**src/rtl/axi4_traffic_master_if.sv**
```systemverilog
// AXI4 bus bundle between the traffic master and a slave (five channels).
// A transfer happens on a rising ACLK edge where VALID and READY are both 1; once VALID is raised it and its payload stay stable until that edge.
interface axi4_traffic_master_if #(
    parameter int DATA_WIDTH = 32,
    parameter int ADDR_WIDTH = 16
);
    logic [ADDR_WIDTH-1:0] AWADDR;
    logic [7:0]            AWLEN;
    logic [2:0]            AWSIZE;
    logic                  AWVALID;
    logic                  AWREADY;

    logic [DATA_WIDTH-1:0] WDATA;
    logic                  WVALID;
    logic                  WLAST;
    logic                  WREADY;

    logic [1:0]            BRESP;
    logic                  BVALID;
    logic                  BREADY;

    logic [ADDR_WIDTH-1:0] ARADDR;
    logic [7:0]            ARLEN;
    logic [2:0]            ARSIZE;
    logic                  ARVALID;
    logic                  ARREADY;

    logic [DATA_WIDTH-1:0] RDATA;
    logic [1:0]            RRESP;
    logic                  RVALID;
    logic                  RLAST;
    logic                  RREADY;

    modport master (
        output AWADDR, AWLEN, AWSIZE, AWVALID, input AWREADY,
        output WDATA, WVALID, WLAST, input WREADY,
        input BRESP, BVALID, output BREADY,
        output ARADDR, ARLEN, ARSIZE, ARVALID, input ARREADY,
        input RDATA, RRESP, RVALID, RLAST, output RREADY
    );

    modport slave (
        input AWADDR, AWLEN, AWSIZE, AWVALID, output AWREADY,
        input WDATA, WVALID, WLAST, output WREADY,
        output BRESP, BVALID, input BREADY,
        input ARADDR, ARLEN, ARSIZE, ARVALID, output ARREADY,
        output RDATA, RRESP, RVALID, RLAST, input RREADY
    );
endinterface

```
**src/rtl/axi4_traffic_master.sv**
```systemverilog
// Single-burst AXI4 traffic generator: writes seed+beat patterns or reads them back and
// counts mismatching beats, with a per-handshake watchdog that aborts a stalled burst.
module axi4_traffic_master #(
    parameter int DATA_WIDTH = 32,
    parameter int ADDR_WIDTH = 16
) (
    input  logic                  ACLK,
    input  logic                  ARESETn,
    input  logic                  start,
    input  logic                  cmd_write,
    input  logic [ADDR_WIDTH-1:0] cmd_addr,
    input  logic [7:0]            cmd_len,
    input  logic [DATA_WIDTH-1:0] cmd_seed,
    output logic                  busy,
    output logic                  done,
    output logic                  resp_err,
    output logic [7:0]            mismatch_cnt,
    output logic [2:0]            state_dbg,
    axi4_traffic_master_if.master axi
);

    typedef enum logic [2:0] {
        S_IDLE = 3'd0,
        S_AW   = 3'd1,
        S_W    = 3'd2,
        S_B    = 3'd3,
        S_AR   = 3'd4,
        S_R    = 3'd5,
        S_DONE = 3'd6
    } state_t;

    state_t                state_q, state_n;
    logic [ADDR_WIDTH-1:0] addr_q, addr_n;
    logic [7:0]            len_q, len_n;
    logic [DATA_WIDTH-1:0] seed_q, seed_n;
    logic [7:0]            beat_q, beat_n;
    logic [7:0]            wdog_q, wdog_n;
    logic                  err_q, err_n;
    logic [7:0]            mm_q, mm_n;
    logic [DATA_WIDTH-1:0] wdata_q, wdata_n;
    logic                  wlast_q, wlast_n;
    logic                  busy_q, done_q;
    logic                  awvalid_q, wvalid_q, bready_q, arvalid_q, rready_q;
    logic                  hs, active;
    logic [DATA_WIDTH-1:0] expect_data;

    always_comb begin
        state_n     = state_q;
        addr_n      = addr_q;
        len_n       = len_q;
        seed_n      = seed_q;
        beat_n      = beat_q;
        wdog_n      = wdog_q;
        err_n       = err_q;
        mm_n        = mm_q;
        hs          = 1'b0;
        active      = 1'b0;
        expect_data = seed_q + DATA_WIDTH'(beat_q);

        case (state_q)
            S_IDLE: begin
                if (start) begin
                    addr_n  = cmd_addr;
                    len_n   = cmd_len;
                    seed_n  = cmd_seed;
                    beat_n  = 8'd0;
                    wdog_n  = 8'd0;
                    err_n   = 1'b0;
                    mm_n    = 8'd0;
                    state_n = cmd_write ? S_AW : S_AR;
                end
            end
            S_AW: begin
                active = 1'b1;
                if (awvalid_q && axi.AWREADY) begin
                    hs      = 1'b1;
                    beat_n  = 8'd0;
                    state_n = S_W;
                end
            end
            S_W: begin
                active = 1'b1;
                if (wvalid_q && axi.WREADY) begin
                    hs     = 1'b1;
                    beat_n = beat_q + 8'd1;
                    if (beat_q == len_q) state_n = S_B;
                end
            end
            S_B: begin
                active = 1'b1;
                if (bready_q && axi.BVALID) begin
                    hs      = 1'b1;
                    err_n   = err_q | (axi.BRESP != 2'b00);
                    state_n = S_DONE;
                end
            end
            S_AR: begin
                active = 1'b1;
                if (arvalid_q && axi.ARREADY) begin
                    hs      = 1'b1;
                    beat_n  = 8'd0;
                    state_n = S_R;
                end
            end
            S_R: begin
                active = 1'b1;
                if (rready_q && axi.RVALID) begin
                    hs     = 1'b1;
                    beat_n = beat_q + 8'd1;
                    // An error beat carries no meaningful data, so it is not compared.
                    if (axi.RRESP != 2'b00) begin
                        err_n = 1'b1;
                    end else if ((axi.RDATA != expect_data) && (mm_q != 8'hFF)) begin
                        mm_n = mm_q + 8'd1;
                    end
                    if (axi.RLAST || (beat_q == len_q)) state_n = S_DONE;
                end
            end
            S_DONE: begin
                state_n = S_IDLE;
            end
            default: begin
                state_n = S_IDLE;
            end
        endcase

        // Watchdog aborts on the edge where the stall count would reach 255.
        if (active) begin
            if (hs) begin
                wdog_n = 8'd0;
            end else if (wdog_q == 8'hFE) begin
                wdog_n  = 8'hFF;
                err_n   = 1'b1;
                state_n = S_DONE;
            end else begin
                wdog_n = wdog_q + 8'd1;
            end
        end

        wdata_n = seed_n + DATA_WIDTH'(beat_n);
        wlast_n = (state_n == S_W) && (beat_n == len_n);
    end

    always_ff @(posedge ACLK) begin
        if (!ARESETn) begin
            state_q   <= S_IDLE;
            addr_q    <= '0;
            len_q     <= '0;
            seed_q    <= '0;
            beat_q    <= '0;
            wdog_q    <= '0;
            err_q     <= 1'b0;
            mm_q      <= '0;
            wdata_q   <= '0;
            wlast_q   <= 1'b0;
            busy_q    <= 1'b0;
            done_q    <= 1'b0;
            awvalid_q <= 1'b0;
            wvalid_q  <= 1'b0;
            bready_q  <= 1'b0;
            arvalid_q <= 1'b0;
            rready_q  <= 1'b0;
        end else begin
            state_q   <= state_n;
            addr_q    <= addr_n;
            len_q     <= len_n;
            seed_q    <= seed_n;
            beat_q    <= beat_n;
            wdog_q    <= wdog_n;
            err_q     <= err_n;
            mm_q      <= mm_n;
            wdata_q   <= wdata_n;
            wlast_q   <= wlast_n;
            busy_q    <= (state_n != S_IDLE);
            done_q    <= (state_n == S_DONE);
            awvalid_q <= (state_n == S_AW);
            wvalid_q  <= (state_n == S_W);
            bready_q  <= (state_n == S_B);
            arvalid_q <= (state_n == S_AR);
            rready_q  <= (state_n == S_R);
        end
    end

    assign busy         = busy_q;
    assign done         = done_q;
    assign resp_err     = err_q;
    assign mismatch_cnt = mm_q;
    assign state_dbg    = state_q;

    assign axi.AWADDR  = addr_q;
    assign axi.AWLEN   = len_q;
    assign axi.AWSIZE  = 3'b010;
    assign axi.AWVALID = awvalid_q;
    assign axi.WDATA   = wdata_q;
    assign axi.WVALID  = wvalid_q;
    assign axi.WLAST   = wlast_q;
    assign axi.BREADY  = bready_q;
    assign axi.ARADDR  = addr_q;
    assign axi.ARLEN   = len_q;
    assign axi.ARSIZE  = 3'b010;
    assign axi.ARVALID = arvalid_q;
    assign axi.RREADY  = rready_q;

endmodule

```
**src/flat_wrapper.sv**
```systemverilog
// flat-port wrapper written by rule: the top's interface ports become plain ports
module axi4_traffic_master_flat 
#(
    parameter int DATA_WIDTH = 32,
    parameter int ADDR_WIDTH = 16
)
  (ACLK, ARESETn, start, cmd_write, cmd_addr, cmd_len, cmd_seed, busy, done, resp_err, mismatch_cnt, state_dbg, axi_AWADDR, axi_AWLEN, axi_AWSIZE, axi_AWVALID, axi_AWREADY, axi_WDATA, axi_WVALID, axi_WLAST, axi_WREADY, axi_BRESP, axi_BVALID, axi_BREADY, axi_ARADDR, axi_ARLEN, axi_ARSIZE, axi_ARVALID, axi_ARREADY, axi_RDATA, axi_RRESP, axi_RVALID, axi_RLAST, axi_RREADY);
  axi4_traffic_master_if #(.DATA_WIDTH(DATA_WIDTH), .ADDR_WIDTH(ADDR_WIDTH)) axi_i ();
  input  logic ACLK;
  input  logic ARESETn;
  input  logic start;
  input  logic cmd_write;
  input  logic [ADDR_WIDTH-1:0] cmd_addr;
  input  logic [7:0] cmd_len;
  input  logic [DATA_WIDTH-1:0] cmd_seed;
  output logic busy;
  output logic done;
  output logic resp_err;
  output logic [7:0] mismatch_cnt;
  output logic [2:0] state_dbg;
  output wire logic [$bits(axi_i.AWADDR)-1:0] axi_AWADDR;
  output wire logic [$bits(axi_i.AWLEN)-1:0] axi_AWLEN;
  output wire logic [$bits(axi_i.AWSIZE)-1:0] axi_AWSIZE;
  output wire logic [$bits(axi_i.AWVALID)-1:0] axi_AWVALID;
  input wire logic [$bits(axi_i.AWREADY)-1:0] axi_AWREADY;
  output wire logic [$bits(axi_i.WDATA)-1:0] axi_WDATA;
  output wire logic [$bits(axi_i.WVALID)-1:0] axi_WVALID;
  output wire logic [$bits(axi_i.WLAST)-1:0] axi_WLAST;
  input wire logic [$bits(axi_i.WREADY)-1:0] axi_WREADY;
  input wire logic [$bits(axi_i.BRESP)-1:0] axi_BRESP;
  input wire logic [$bits(axi_i.BVALID)-1:0] axi_BVALID;
  output wire logic [$bits(axi_i.BREADY)-1:0] axi_BREADY;
  output wire logic [$bits(axi_i.ARADDR)-1:0] axi_ARADDR;
  output wire logic [$bits(axi_i.ARLEN)-1:0] axi_ARLEN;
  output wire logic [$bits(axi_i.ARSIZE)-1:0] axi_ARSIZE;
  output wire logic [$bits(axi_i.ARVALID)-1:0] axi_ARVALID;
  input wire logic [$bits(axi_i.ARREADY)-1:0] axi_ARREADY;
  input wire logic [$bits(axi_i.RDATA)-1:0] axi_RDATA;
  input wire logic [$bits(axi_i.RRESP)-1:0] axi_RRESP;
  input wire logic [$bits(axi_i.RVALID)-1:0] axi_RVALID;
  input wire logic [$bits(axi_i.RLAST)-1:0] axi_RLAST;
  output wire logic [$bits(axi_i.RREADY)-1:0] axi_RREADY;
  assign axi_AWADDR = axi_i.AWADDR;
  assign axi_AWLEN = axi_i.AWLEN;
  assign axi_AWSIZE = axi_i.AWSIZE;
  assign axi_AWVALID = axi_i.AWVALID;
  assign axi_i.AWREADY = axi_AWREADY;
  assign axi_WDATA = axi_i.WDATA;
  assign axi_WVALID = axi_i.WVALID;
  assign axi_WLAST = axi_i.WLAST;
  assign axi_i.WREADY = axi_WREADY;
  assign axi_i.BRESP = axi_BRESP;
  assign axi_i.BVALID = axi_BVALID;
  assign axi_BREADY = axi_i.BREADY;
  assign axi_ARADDR = axi_i.ARADDR;
  assign axi_ARLEN = axi_i.ARLEN;
  assign axi_ARSIZE = axi_i.ARSIZE;
  assign axi_ARVALID = axi_i.ARVALID;
  assign axi_i.ARREADY = axi_ARREADY;
  assign axi_i.RDATA = axi_RDATA;
  assign axi_i.RRESP = axi_RRESP;
  assign axi_i.RVALID = axi_RVALID;
  assign axi_i.RLAST = axi_RLAST;
  assign axi_RREADY = axi_i.RREADY;
  axi4_traffic_master #(.DATA_WIDTH(DATA_WIDTH), .ADDR_WIDTH(ADDR_WIDTH)) u_core (.ACLK(ACLK), .ARESETn(ARESETn), .start(start), .cmd_write(cmd_write), .cmd_addr(cmd_addr), .cmd_len(cmd_len), .cmd_seed(cmd_seed), .busy(busy), .done(done), .resp_err(resp_err), .mismatch_cnt(mismatch_cnt), .state_dbg(state_dbg), .axi(axi_i));
endmodule
```
**config.mk**
```make
export PLATFORM = sky130hd
export DESIGN_NAME = axi4_traffic_master_flat
export DESIGN_NICKNAME = d
export VERILOG_FILES = /design/src/rtl/axi4_traffic_master_if.sv /design/src/rtl/axi4_traffic_master.sv /design/src/flat_wrapper.sv
export SDC_FILE = /design/constraint.sdc
export NUM_CORES = 1
export LEC_CHECK = 0
export ABC_CLOCK_PERIOD_IN_PS = 10250
export CORE_MARGIN = 3
export CORE_UTILIZATION = 40
export DETAILED_ROUTE_END_ITERATION = 8
export GPL_TIMING_DRIVEN = 0
export PLACE_DENSITY_LB_ADDON = 0.15
export SYNTH_ARGS = -nofsm -noshare
export SYNTH_HDL_FRONTEND = slang
export SYNTH_SLANG_ARGS = --single-unit
```
**constraint.sdc**
```tcl
create_clock -name ACLK -period 10.25 [get_ports ACLK]
set_input_delay 2.05 -clock ACLK [delete_from_list [all_inputs] [get_ports ACLK]]
set_output_delay 2.05 -clock ACLK [all_outputs]
set_load 0.005 [all_outputs]
```
==> results of run 1 <==
-- critical path, cell delays in order --
cell             delay, ns
clkdlybuf4s50_1       0.63
nor4b_4               0.64
buf_6                 0.26
buf_2                 0.31
buf_2                 0.45
clkbuf_1              0.43
nand2_1               0.14
nand2_1               0.09
ha_1                  0.19
fa_1                  0.21
a21o_1                0.12
a21oi_1               0.09
o21bai_1              0.16
a21oi_1               0.12
o21bai_1              0.18
a21o_1                0.30
nand3_2               0.29
or4_1                 0.57
and3_1                0.17
-- logic make-up after synthesis --
kind of cell | count (synthesis) | share of synthesized area (%)
compound gates | 181 | 15.6
buf+inv | 92 | 6.49
other cells | 2 | 0.0994
fa+ha+maj | 22 | 3.84
xor+xnor | 84 | 9.74
mux | 41 | 5.50
simple gates | 397 | 25.9
flops | 124 | 32.9
-- area by class of cell --
cell class | instances | area, um2 | area share (%)
repair buffers | 201 | 2010 | 19.1
plain buffers | 72 | 415 | 3.95
well taps | 229 | 287 | 2.73
multi-input cells | 731 | 4600 | 43.7
clock inverters | 13 | 190 | 1.81
inverters | 20 | 75.1 | 0.714
flip-flops and latches | 124 | 2480 | 23.6
clock buffers | 19 | 453 | 4.31
-- flip-flops by register name (all words and copies together) (netlist names), 3 cells and up --
register and count:
u_core.wdog_q 8, u_core.axi.WDATA 32, u_core.state_dbg 3, u_core.mismatch_cnt 8, u_core.axi.ARADDR 16, u_core.axi.ARLEN 8, u_core.seed_q 32, u_core.beat_q 8
-- through the flow --
| step | util [%] | cells | hold WS (ns) |
|---|---|---|---|
| 2_1_floorplan | - | 947 | 0.458 |
| 3_3_place_gp | 54.0 | 1377 | 0.461 |
| 3_5_place_dp | 54.0 | 1377 | 0.465 |
| 4_1_cts | 57.5 | 1409 | 0.471 |
| 5_1_grt | 57.5 | 1409 | 0.507 |
| 6_report | 57.5 | 1409 | 0.468 |
-- cells in the final DEF (no fill, tap or decap), types with 8 or more instances in the layout --
cell,synthesis,layout
a21o_1,10,10
a21oi_1,64,64
and2_1,10,10
and3_1,14,14
buf_2,13,13
buf_4,32,32
clkbuf_1,23,23
clkbuf_16,0,17
clkdlybuf4s50_1,0,201
dfxtp_1,124,124
ha_1,20,20
inv_1,20,20
mux2i_1,39,39
nand2_1,114,114
nand3_1,39,39
nand4_1,19,19
nor2_1,117,117
nor3_1,23,23
nor4_1,8,8
o21ai_0,32,32
or3_1,9,9
xnor2_1,58,58
xor2_1,26,26
-- path summary, 6_finish.rpt --
check	from	to	slack, ns	depth (start not counted)
setup / recovery	start	u_core.axi.WDATA[26]$_SDFF_PN0_	3.15	19
hold / removal	u_core.axi.ARADDR[4]$_SDFFE_PN0P_	u_core.axi.ARADDR[4]$_SDFFE_PN0P_	0.47	2
setup reg to reg	u_core.state_dbg[1]$_SDFF_PN0_	u_core.axi.WDATA[26]$_SDFF_PN0_	5.03	18
hold reg to reg	u_core.axi.ARADDR[4]$_SDFFE_PN0P_	u_core.axi.ARADDR[4]$_SDFFE_PN0P_	0.47	2
-- routing by layer --
metal	GRT usage (%)	share of wire (%)
met5	0	0
met4	7.98	2.4
met3	5.39	7.9
met2	35.6	44
met1	32.0	45
-- power groups by stage --
| stage | Sequential (mW) | Combinational, mW | Clock (mW) |
|---|---|---|---|
| after floorplan | 0.541 | 0.164 | 0 |
| after global placement | 0.544 | 0.303 | 0 |
| after detailed placement | 0.545 | 0.304 | 0 |
| after CTS | 0.535 | 0.307 | 0.662 |
| after global routing | 0.538 | 0.335 | 0.682 |
| final | 0.535 | 0.308 | 0.657 |
==> impl_summary.md, run 1 <==
Synthesis
Ranked by instance count, the synthesized netlist is headed by 124 x dfxtp_1, 117 x nor2_1, 114 x nand2_1. Counting every instance in the synthesized netlist gives between 900 and 1000. In the synthesized netlist the dominant register cell turns out to be dfxtp_1. The distinct cell type count of the synthesized netlist is 77. The most common cell in the synthesized netlist is dfxtp_1. The fraction of synthesis flops using an asynchronous set or reset pin is 0%. After synthesis, the largest area contributor takes up around 33% of total cell area. The number of flops mapped to enable cells by yosys is 0. The share of the Yosys chip area taken by registers is around a third.

The post-synthesis register bit count is between 100 and 150. The largest total area in the synthesized netlist belongs to dfxtp_1. The count of synthesis-stage warnings from yosys is 0. In this run the mean area of a mapped cell was about 8 um2. After synthesis the cells add up to 7550 um2. By area the synthesized netlist is led by dfxtp_1 33%, xnor2_1 6.7%, nor2_1 5.8%.

Global route
Entering global routing, the biggest net connects 17 pins. The first-pass GRT wire length is around 37000 um. The total overflow reported by the global router is 0. The initial antenna violation count is 0. The number of global-route vias before repair is between 7000 and 8000. Global routing used between 20% and 30% of the available tracks.

Routing
After detailed routing, the number of remaining DRC violations is 0. After detailed routing, the number of vias per cell comes to approximately 5.4. Dividing the detail-routed wire length by the instance count gives between 15 and 20 um.

The detailed router finished its first iteration with between 600 and 700 violations. The vias after detailed routing is 7658. For this run, the detailed router's first-pass iteration total came to 5. The number of antenna-violating nets in the routed design is 0. The total wire length after detailed routing is approximately 24000 um.

Power
The clock network is responsible for a little over two fifths of the overall power. Combinational cells account for 20.5% of the total power. The analysis attributes to net switching a power of a little over 0.4 mW. Per report_power, the sequential group accounts for approximately 36% of the total.

Net switching is roughly 27% of the power. The worst voltage drop across the vdd grid is between 0.1 and 0.15 mV. The leakage power figure is 4.12 nW. The internal portion of the total power is ~1.1 mW. The power density normalized to cell area is ~140 nW/um2. After layout, the design draws a total of around 1.5 mW.

Floorplan
The horizontal die dimension is 143 um. The placement row count is just under 50. The number of top-level pins is 208. The area of the die is just over 20000 um2. The floorplan step set the die height to between 100 and 150 um. The floorplan step defined a core boundary enclosing about 18000 um2. The initial utilization of the core area, before any placement, comes to ~41%.

Placed design
The worst setup slack before clock tree synthesis is 2.83 ns. The post-detailed-placement half-perimeter wirelength is approximately 19000 um. Input and output buffers added on the ports amount to ~200. The congestion estimate from routability-driven global placement came to 0.918. In this run the cell area measured after placement is a little under 10000 um2.

Timing
Setup total negative slack on the finished layout was measured at 0 ns. The number of hold violations in the final report is 0. Setup repair after global routing left no endpoint under its margin.

The final count of negative-setup-slack endpoints is 0. The number of pins exceeding their max-slew limit in the final report is 0. Dividing the final minimum period by the clock period gives roughly 69%.

In this run the tightest slew margin relative to its limit is 28.5%. The clock period minus worst slack is about 7.1 ns. After layout, the worst setup slack is roughly 3.1 ns. For this run, the top clock speed supported by timing is around 140 MHz. For the pin with the worst max-slew slack, the measured transition is 1.06 ns. The final setup skew is between 0.006 and 0.007 ns.

Min path
The path type of the worst min-delay path is reg -> reg.

Layout
Of the cells placed in the final design, the portion with a size suffix greater than 1 is a little under a tenth. The area growth from synthesis to layout is 39.1%. The count of inserted antenna diode cells is 0.

Counting the fill cells in the layout gives about 1700. The cell area after layout is approximately 11000 um2. In the final design database the tool counted between 1000 and 1500 nets.

Clock network
The CTS root buffer is clkbuf_16. The hold buffer count at cts is 0. The clock passes through at most 2 buffers. In this run the number of H-tree levels came out at 4. The TritonCTS clock tree is yes. After clock tree synthesis, the clock-pin slew on the worst setup and hold paths is 0.06 ns. After clock tree synthesis, the setup repair step added 0 buffers. The number of clock buffers added by TritonCTS is 17. The number of clock sinks is about 120.

In this run, post-CTS repair resized a total of 0 instances. The later pin in the worst-skew pair is clocked with a latency of approximately 0.43 ns.

Setup path
The type of origin of the critical path is a primary input. Data arrives at the worst endpoint at 7.42 ns. The element type at the critical path end is a register. STA puts the critical path data required time at 10.57 ns. The worst setup path is of the in -> reg kind. The maximum fanout count along the critical path is 10.

Job
The max-cap violation count is 0.

Run status
The flow ran to the end, and the final reports show no timing, DRC or antenna violations.
No activity file was read; power rests on OpenSTA's default activity.
==> run 2, diff against run 1 <==
--- a/config.mk
+++ b/config.mk
@@ -5,7 +5,7 @@
 export SDC_FILE = /design/constraint.sdc
 export NUM_CORES = 1
 export LEC_CHECK = 0
-export ABC_CLOCK_PERIOD_IN_PS = 10250
+export ABC_CLOCK_PERIOD_IN_PS = 6200
 export CORE_MARGIN = 3
 export CORE_UTILIZATION = 40
 export DETAILED_ROUTE_END_ITERATION = 8
==> constraint.sdc (replaced) <==
create_clock -name ACLK -period 6.2 [get_ports ACLK]
set_input_delay 1.24 -clock ACLK [delete_from_list [all_inputs] [get_ports ACLK]]
set_output_delay 1.24 -clock ACLK [all_outputs]
set_load 0.005 [all_outputs]
==> impl_summary.md, run 2 (same netlist as run 1, synthesis figures left out) <==
Run status
The run finished with clean final reports.

Setup path
The maximum fanout count along the critical path is 19 (+9). The critical path goes through clkdlybuf4s50_1, nor4b_4, buf_6, buf_2, buf_2, nand2_1, nand2_1, ha_1, fa_1, a21o_1, a21oi_1, o21bai_1, a21oi_1, o21bai_1, a21o_1, nand3_2, or4_1, and3_1. The largest stage delay on the critical path is 0.62 ns (-0.02 ns). The setup path with the least slack is of type in -> reg.

STA classifies the critical path startpoint as a primary input. The element type at the critical path end is a register. The register-to-register setup slack is 1.29 ns (-3.74 ns).

The endpoint arrival time on the critical path is 6.07 ns (-1.35 ns). The data required time of the worst path came to 6.52 ns (-4.05 ns). For this design, the slowest cell found on the critical path is clkdlybuf4s50_1.

Routing
The initial DRC count is 671 (+0.45%). The count of TritonRoute iterations in the first routing pass is 5 (unchanged). The average via count per standard cell is 5.44 (+0.13%). The vias after detailed routing came to 7668 (+0.13%). The routed wire length per instance was 17.4 um (about the same).

The number of antenna-violating nets in the routed design was 0 (unchanged). The total DRC errors in the routed layout is 0 (unchanged). The total wire length after detailed routing is 24500 um (about the same).

Clock network
The CTS root buffer is clkbuf_16. The total clock buffers created by CTS was 17 (unchanged). The clock latency reported for the late side of the worst-skew pair came to 0.43 ns (about the same). The number of clock sinks is 124 (unchanged). The TritonCTS clock tree is yes.

The maximum buffer depth of the clock tree is 2 (unchanged). The number of setup buffers added after CTS is 1 (+1). The clock slew seen by the registers of the worst setup and hold paths is 0.06 ns (about the same).

The hold buffer count at cts is 0 (unchanged). The total number of H-tree levels is 4 (unchanged). The post-cts sizing count is 0 (unchanged).

Global route
The first-pass GRT wire length is 37200 um (+0.17%). The largest net degree at the start of global routing is 17 (unchanged). The number of global-route vias before repair is 7057 (+0.13%). The initial antenna violation count is 0 (unchanged).

The total track usage was 23.2% (+0.042 points). The total overflow reported by the global router is 0 (unchanged).

Min path
The path type of the worst min-delay path is reg -> reg.

Floorplan
The horizontal die dimension is 143 um (unchanged). The number of top-level pins was 208 (unchanged). The y dimension of the die is 143 um (unchanged). The initial cell density of the core was 41.3% (unchanged). The total core area is 18300 um2 (unchanged). The area of the die is 20600 um2 (unchanged). The placement row count was 49 (unchanged).

Timing
The fmax is roughly 170 MHz. The total negative slack for setup checks is 0 ns (unchanged). The number of hold violations in the final report is 0 (unchanged). The worst path setup slack after routing is 0.449 ns (-2.70 ns).

The final count of negative-setup-slack endpoints was 0 (unchanged). The number of pins exceeding their max-slew limit in the final report is 0 (unchanged). The relative max-transition margin was 28.1% (-0.40 points). Setup repair after global routing left no endpoint under its margin. The clock period could shrink to around 5.8 ns. The final setup skew is 0.00687 ns (+0.000147 ns). The slew at the pin with the worst max-slew slack is 1.07 ns (+0.00591 ns). The final worst-path cycle share is about 93%.

Layout
Leaving out fill and tap cells, the most frequent cell in the layout is clkdlybuf4s50_1. The final net count is 1291 (unchanged). The post-route core utilization is 57.5% (about the same). The combined area of the multi-input logic cells is 4600 um2 (unchanged).

Leaving out fill and tap cells, the most frequent cells in the layout are 201 x clkdlybuf4s50_1, 124 x dfxtp_1, 117 x nor2_1, 114 x nand2_1, 64 x a21oi_1. The count of filler cells inserted in the layout is 1690 (unchanged). The final cell count without fillers is 1409 (unchanged). The count of inserted antenna diode cells is 0 (unchanged).

The fraction of final layout cells with drive strength greater than 1 was 9.15% (+0.085 points). The growth of design area from synthesis to finish was 39.2% (about the same). The footprint of the flip-flops and latches is 2480 um2 (unchanged).

Placed design
The worst setup slack before clock tree synthesis is -0.412 ns (-3.24 ns). The total placed cells including tap cells came to 1377 (unchanged). The routability congestion estimate is 0.918 (unchanged). The post-detailed-placement half-perimeter wirelength came to 18800 um (unchanged). The number of input and output port buffers inserted is 201 (unchanged).

Job
The max-cap violation count came to 0 (unchanged).

Power
The total power after layout was 2.48 mW (+65%). The leakage power figure is 4.12 nW (about the same). The worst voltage drop across the vdd grid is 0.193 mV (+64%). The power density normalized to cell area was 235 nW/um2 (+65%).
-- run 2: worst paths after layout --
check / end / startpoint / depth (start not counted)
hold / removal: u_core.axi.ARADDR[4]$_SDFFE_PN0P_ / u_core.axi.ARADDR[4]$_SDFFE_PN0P_ / 2
setup reg to reg: u_core.axi.WDATA[26]$_SDFF_PN0_ / u_core.state_dbg[1]$_SDFF_PN0_ / 17
hold reg to reg: u_core.axi.ARADDR[4]$_SDFFE_PN0P_ / u_core.axi.ARADDR[4]$_SDFFE_PN0P_ / 2
setup / recovery: u_core.axi.WDATA[26]$_SDFF_PN0_ / start / 18
-- run 2: cell type report --
cell class	instances	share of cell area, %
repair buffers	202	19.2
clock buffers	19	4.31
clock inverters	13	1.81
plain buffers	71	3.92
inverters	20	0.714
well taps	229	2.73
flip-flops and latches	124	23.6
multi-input cells	731	43.7
-- run 2: power breakdown --
group / switching, mW / total (mW) / internal (mW)
clock: 0.386 / 1.08 / 0.696
sequential: 0.0391 / 0.884 / 0.845
combinational: 0.250 / 0.509 / 0.259
total: 0.675 / 2.48 / 1.80
-- run 2: layer usage --
metal  vias up  GRT usage (%)  share of wire, %
met5         -              0                 0
met2       335           35.6                45
li1       3733              -                 -
met1      3561           32.1                45
met4         0           7.98               2.0
met3        39           5.42               8.3
-- run 2: worst max-delay path, delay by kind of cell --
family | cells | cell delay, ns
fa+ha+maj | 2 | 0.40
compound gates | 6 | 0.96
buf+inv | 4 | 1.71
simple gates | 6 | 1.71
-- run 2: stage by stage --
| step | area (um2) | hold WS [ns] |
|---|---|---|
| after CTS | 10500 | 0.471 |
| after global routing | 10500 | 0.507 |
| after detailed placement | 9870 | 0.465 |
| final | 10500 | 0.468 |
| after global placement | 9870 | 0.461 |
| after floorplan | 7570 | 0.458 |
